[src/rtl/sl_preceptron_packer.sv]
// Purpose: packs DATA_LANES serial elements into one wide word, buffered in a FWFT word FIFO.
// Latency: a word committed at edge N is presented on data_out in cycle N+1.
// Backpressure: data_in_ready drops when the FIFO is full or the frame is flushing/done.
module sl_preceptron_packer #(
  parameter int DATA_WIDTH = 8,
  parameter int DATA_LANES = 4,
  parameter int WORD_DEPTH = 16
) (
  input  logic                             clk,
  input  logic                             rst,
  input  logic                             data_in_valid,
  input  logic [DATA_WIDTH-1:0]            data_in,
  input  logic                             data_in_last,
  output logic                             data_in_ready,
  output logic                             data_out_valid,
  output logic [DATA_WIDTH*DATA_LANES-1:0] data_out,
  output logic [DATA_LANES-1:0]            data_out_keep,
  output logic                             data_out_last,
  input  logic                             data_out_ready,
  output logic                             start_vector_packing,
  output logic                             done_vector_packing
);

  localparam int WW = DATA_WIDTH * DATA_LANES;
  localparam int AW = (WORD_DEPTH > 1) ? $clog2(WORD_DEPTH) : 1;
  localparam int LW = (DATA_LANES > 1) ? $clog2(DATA_LANES) : 1;
  localparam logic [AW:0]   DEPTH_C   = (AW+1)'(WORD_DEPTH);
  localparam logic [LW-1:0] LAST_LANE = LW'(DATA_LANES - 1);

  localparam logic [1:0] ST_IDLE  = 2'd0;
  localparam logic [1:0] ST_PACK  = 2'd1;
  localparam logic [1:0] ST_FLUSH = 2'd2;
  localparam logic [1:0] ST_DONE  = 2'd3;

  typedef struct packed {
    logic [WW-1:0]         dat;
    logic [DATA_LANES-1:0] keep;
    logic                  last;
  } word_t;

  word_t         mem_q [WORD_DEPTH];
  logic [AW-1:0] wr_ptr_q, rd_ptr_q;
  logic [AW:0]   count_q;
  logic [1:0]    state_q, state_d;
  logic [WW-1:0] acc_q;
  logic [LW-1:0] lane_idx_q;
  logic [10:0]   rcv_elem_cnt_q, rcv_elem_cnt_d;
  logic [10:0]   send_word_cnt_q, send_word_cnt_d;
  logic          in_fire, commit, pop;
  word_t         head, word_d;

  // Handshakes and FWFT outputs; the head is gated so an empty FIFO shows all zeros.
  always_comb begin
    head                 = mem_q[rd_ptr_q];
    data_in_ready        = ~rst & (count_q < DEPTH_C) &
                           ((state_q == ST_IDLE) | (state_q == ST_PACK));
    in_fire              = data_in_valid & data_in_ready;
    commit               = in_fire & ((lane_idx_q == LAST_LANE) | data_in_last);
    data_out_valid       = ~rst & (count_q != '0);
    pop                  = data_out_valid & data_out_ready;
    data_out             = data_out_valid ? head.dat  : '0;
    data_out_keep        = data_out_valid ? head.keep : '0;
    data_out_last        = data_out_valid & head.last;
    start_vector_packing = in_fire & (state_q == ST_IDLE);
    done_vector_packing  = ~rst & (state_q == ST_DONE);
  end

  // Accumulator with the incoming element merged into its lane; keep covers lanes 0..lane_idx.
  always_comb begin
    word_d     = '0;
    word_d.dat = acc_q;
    for (int i = 0; i < DATA_LANES; i++) begin
      if (LW'(i) == lane_idx_q) word_d.dat[i*DATA_WIDTH +: DATA_WIDTH] = data_in;
      word_d.keep[i] = (LW'(i) <= lane_idx_q);
    end
    word_d.last = data_in_last;
  end

  // Frame FSM and per-frame element/word counters (counters restart from IDLE).
  always_comb begin
    state_d = state_q;
    case (state_q)
      ST_IDLE:  if (in_fire) state_d = data_in_last ? ST_FLUSH : ST_PACK;
      ST_PACK:  if (in_fire && data_in_last) state_d = ST_FLUSH;
      ST_FLUSH: if (pop && head.last) state_d = ST_DONE;
      default:  state_d = ST_IDLE;
    endcase
    rcv_elem_cnt_d  = (state_q == ST_IDLE) ? 11'(in_fire) : rcv_elem_cnt_q + 11'(in_fire);
    send_word_cnt_d = (state_q == ST_IDLE) ? 11'(pop)     : send_word_cnt_q + 11'(pop);
  end

  // Control state, FIFO pointers/occupancy and lane accumulator.
  always_ff @(posedge clk) begin
    if (rst) begin
      state_q         <= ST_IDLE;
      wr_ptr_q        <= '0;
      rd_ptr_q        <= '0;
      count_q         <= '0;
      acc_q           <= '0;
      lane_idx_q      <= '0;
      rcv_elem_cnt_q  <= '0;
      send_word_cnt_q <= '0;
    end else begin
      state_q         <= state_d;
      rcv_elem_cnt_q  <= rcv_elem_cnt_d;
      send_word_cnt_q <= send_word_cnt_d;
      if (commit) wr_ptr_q <= wr_ptr_q + 1'b1;
      if (pop)    rd_ptr_q <= rd_ptr_q + 1'b1;
      case ({commit, pop})
        2'b10:   count_q <= count_q + 1'b1;
        2'b01:   count_q <= count_q - 1'b1;
        default: count_q <= count_q;
      endcase
      if (commit) begin
        acc_q      <= '0;
        lane_idx_q <= '0;
      end else if (in_fire) begin
        acc_q      <= word_d.dat;
        lane_idx_q <= lane_idx_q + 1'b1;
      end
    end
  end

  // Word storage; contents need no reset because reads are gated by occupancy.
  always_ff @(posedge clk) begin
    if (commit) mem_q[wr_ptr_q] <= word_d;
  end

  // Every element accepted in a frame must leave in exactly ceil(n/lanes) popped words.
  always_ff @(posedge clk) begin
    if (!rst && state_q == ST_DONE)
      assert (send_word_cnt_q == 11'((32'(rcv_elem_cnt_q) + DATA_LANES - 1) / DATA_LANES));
  end

endmodule

[config.mk]
export PLATFORM = sky130hd
export DESIGN_NAME = sl_preceptron_packer
export DESIGN_NICKNAME = d
export VERILOG_FILES = /design/src/rtl/sl_preceptron_packer.sv
export SDC_FILE = /design/constraint.sdc
export NUM_CORES = 1
export LEC_CHECK = 0
export CAP_MARGIN = 10
export CELL_PAD_IN_SITES_DETAIL_PLACEMENT = 0
export CELL_PAD_IN_SITES_GLOBAL_PLACEMENT = 1
export CORE_MARGIN = 8
export CORE_UTILIZATION = 40
export DETAILED_ROUTE_END_ITERATION = 8
export PLACE_DENSITY = 0.72
export SETUP_SLACK_MARGIN = 0.3
export SYNTH_ARGS = -nofsm -noshare
export SYNTH_HDL_FRONTEND = slang
export SYNTH_SLANG_ARGS = --single-unit
[constraint.sdc]
create_clock -name clk -period 4.45 [get_ports clk]
set_clock_uncertainty 0.1 [all_clocks]
set_input_delay 0.6675 -clock clk [delete_from_list [all_inputs] [get_ports clk]]
set_output_delay 0.6675 -clock clk [all_outputs]
set_load 0.02 [all_outputs]
==> impl_metrics.tcl <==
set metrics [dict create \
    status "finished, final reports clean" \
    area_growth_pct 17.1 \
    slowest_stage "mux4_2" \
    track_usage_pct 15.7 \
    p_per_area_mw_per_mm2 453 \
    crit_buf_inv 3 \
    hp-class "flop to flop" \
    comb_power_share_pct 7.7 \
    grt_max_degree 44 \
    place_congestion 0.725 \
    grt_pass1_vias 12400 \
    hold-worst-slack_ns 0.392 \
    ant_nets 0 \
    die_h_um 264 \
    syn_avg_cell_area_sq_um 21.6 \
    n_antenna_cell 0 \
    regToRegStartpoint "state_q[1]" \
    synth.distinct_cells 41 \
    antenna_found_initial 1 \
    synth.most_common_cell "edfxtp_1" \
    max_stage_delay_ns 0.55 \
    syn_nets 1176 \
    num_vias 11600 \
    synth_edf_count 576 \
    hold_buffers 0 \
    clkSlewWorstSetupHoldPaths_ns 0.06 \
    worstSkewPairLatency_ns 0.58 \
    grt-ovfl-total 0 \
    p_int_uw 10300 \
    cts_buffers 66 \
    final_nets 1293 \
    drt_iter0_drc 1144 \
    root_buffer "clkbuf_16" \
    synthTopCellsByCount "576 x edfxtp_1, 179 x mux4_2, 62 x nor2_1" \
    worst-r2r-setup-slack_ns 1.23 \
    synth_seq_cells 629 \
    async_flop_share_pct 0 \
    netlist_area_sq_mm 0.0247 \
    design.core.area_sq_mm 0.0614 \
    wire_per_inst_um 26.1 \
    die_w_um 264 \
    cp_cell_sequence "buf_4 > buf_4 > mux4_2 > mux4_2 > and2_1 > clkdlybuf4s50_1" \
    r2r_end "count_q[4]" \
    reg2regPathDepth 13 \
    clkPwrFrac_pct 41.6 \
    path_delay_family "multiplexers" \
    io_buffers 53 \
    io_pins 54 \
    worst_slew_pin_slew_ns 0.930 \
    setup_viol 0 \
    crit_path_end "data_out[27]" \
    yosysTopAreaCell "edfxtp_1" \
    power.switching_uw 2810 \
    crit_required_ns 3.68 \
    start_kind "flop" \
    cts_buffer_depth 3 \
    drv_slew 0 \
    fmax_mhz 251 \
    fin_crit_ns 3.98 \
    remaining_drc_errors 0 \
    numClockSinks 629 \
    rsz0062_at_grt "no" \
    synth_top_area_share_pct 70.1 \
    cts-htree-levels 3 \
    max-cap-violations 0 \
    layout-drive-gt1-share_pct 29.9 \
    post-dp-hpwl_um 28900 \
    fin_setup_tns_ns 0 \
    rows 91 \
    cp_num_cells 6 \
    grt_pass1_wl_um 81800 \
    synth_area_leaders "edfxtp_1 70%, mux4_2 16%, dfxtp_1 4.3%" \
    postSynthCellCount 1145 \
    ys_warn_count 0 \
    power_frac_seq_pct 50.7 \
    via_per_inst 5.55 \
    path_class "flop to primary output" \
    synth_ff_type "edfxtp_1" \
    cp-end-kind "primary output" \
    critPathArrivalTime_ns 3.21 \
    fillers 4962 \
    die_area_sq_mm 0.0699 \
    yosysSeqAreaShare_pct 74.4 \
    leakagePower_uw 0.00893 \
    first_pass_iters 5 \
    wl_um 54900 \
    period_share_pct 89.5 \
    hold_viol 0 \
    cts_tree "done" \
    slew_headroom_pct 38.0 \
    switching_share_pct 21.5 \
    crit_fanout 12 \
    ir_worst_vdd_uv 265 \
    start_util_pct 40.2 \
]
cell families (layout without fill, tap and decap cells):
logic type	after synthesis	in the layout	share of synthesized area [%]
fa+ha+maj	18	18	0.913
flops	629	629	74.4
compound gates	27	27	0.740
simple gates	140	140	2.79
buf+inv	75	240	1.60
mux	246	246	19.2
xor+xnor	10	10	0.355
metal layers:
layer	part of all wire, %	global-route usage, %	vias to the layer above
met5	0	0	-
met4	1.6	4.09	0
met3	6.0	2.90	62
met2	49	25.5	360
met1	44	21.8	6285
li1	-	-	4942
sequential cells by signal, summed over array words and instances (netlist names), named ones only:
| register | flops |
|---|---|
| state_q | 2 |
| rd_ptr_q | 4 |
| wr_ptr_q | 4 |
| acc_q | 32 |
| mem_q | 576 |
| lane_idx_q | 2 |
| count_q | 5 |
cell usage in the layout (no fill, tap or decap), types with 4 or more instances in the layout:
| master | instances |
|---|---|
| mux2_2 | 33 |
| buf_4 | 32 |
| nor2_1 | 50 |
| clkbuf_16 | 69 |
| nor2_4 | 12 |
| nor3_4 | 4 |
| dfxtp_1 | 49 |
| ha_1 | 18 |
| inv_1 | 14 |
| clkinv_2 | 9 |
| edfxtp_1 | 576 |
| a21oi_1 | 9 |
| nor3_1 | 5 |
| clkdlybuf4s50_1 | 53 |
| nor2b_1 | 4 |
| and2_1 | 36 |
| mux4_2 | 179 |
| xor2_1 | 7 |
| mux2i_1 | 34 |
| buf_12 | 22 |
| bufinv_16 | 6 |
| clkinv_1 | 7 |
| clkbuf_8 | 4 |
| clkbuf_1 | 14 |
| nand2_1 | 13 |
metrics by stage:
stage / utilization, % / cells / power (uW) / cell area [sq um] / worst slack (ns)
final: 47.1 / 2100 / 13100 / 28900 / 0.469
after global routing: 47.1 / 2100 / 13500 / 28900 / 0.355
after CTS: 46.9 / 2092 / 13200 / 28800 / 0.264
after detailed placement: 43.4 / 1975 / 7760 / 26600 / 0.633
after global placement: 43.4 / 1975 / 7740 / 26600 / 0.585
after floorplan: - / 1145 / 7430 / 24700 / 0.534
power by group through the flow:
| stage | clock network, uW | logic (uW) | registers (uW) |
|---|---|---|---|
| 3_5_place_dp | 0 | 989 | 6770 |
| 6_report | 5450 | 1000 | 6640 |
| 4_1_cts | 5560 | 995 | 6650 |
| 5_1_grt | 5790 | 1090 | 6650 |
| 2_1_floorplan | 0 | 677 | 6750 |
| 3_3_place_gp | 0 | 968 | 6770 |
timing repair:
item | CTS | global route
endpoints found under the setup margin | 6 | 19
gates resized for setup | 1 | 1
gates cloned | 0 | 1
setup buffers | 1 | 7
tightest hold or removal path: stages, from the launching register on:
cell and delay [ns]:
dfxtp_1 0.32, mux2i_1 0.07, nor2_1 0.07
cell type report:
class	instances	area, sq um	area share (%)
Clock buffer	86	1810	6.26
Clock inverter	30	343	1.19
Inverter	14	52.6	0.182
Multi-Input combinational cell	441	6070	21.0
Sequential cell	629	18400	63.6
Tap cell	790	988	3.42
Timing Repair Buffer	110	1270	4.41
worst min-delay path by stage:
stage,start,cells after the start,slack [ns],endpoint
2_1_floorplan,count_q[3],2,0.36,count_q[3]
3_3_place_gp,acc_q[13],2,0.37,acc_q[13]
3_5_place_dp,acc_q[9],2,0.38,acc_q[9]
4_1_cts,acc_q[11],2,0.40,acc_q[11]
5_1_grt,acc_q[9],2,0.42,acc_q[9]
6_report,acc_q[26],2,0.39,acc_q[26]
No activity file was read; power rests on OpenSTA's default activity.
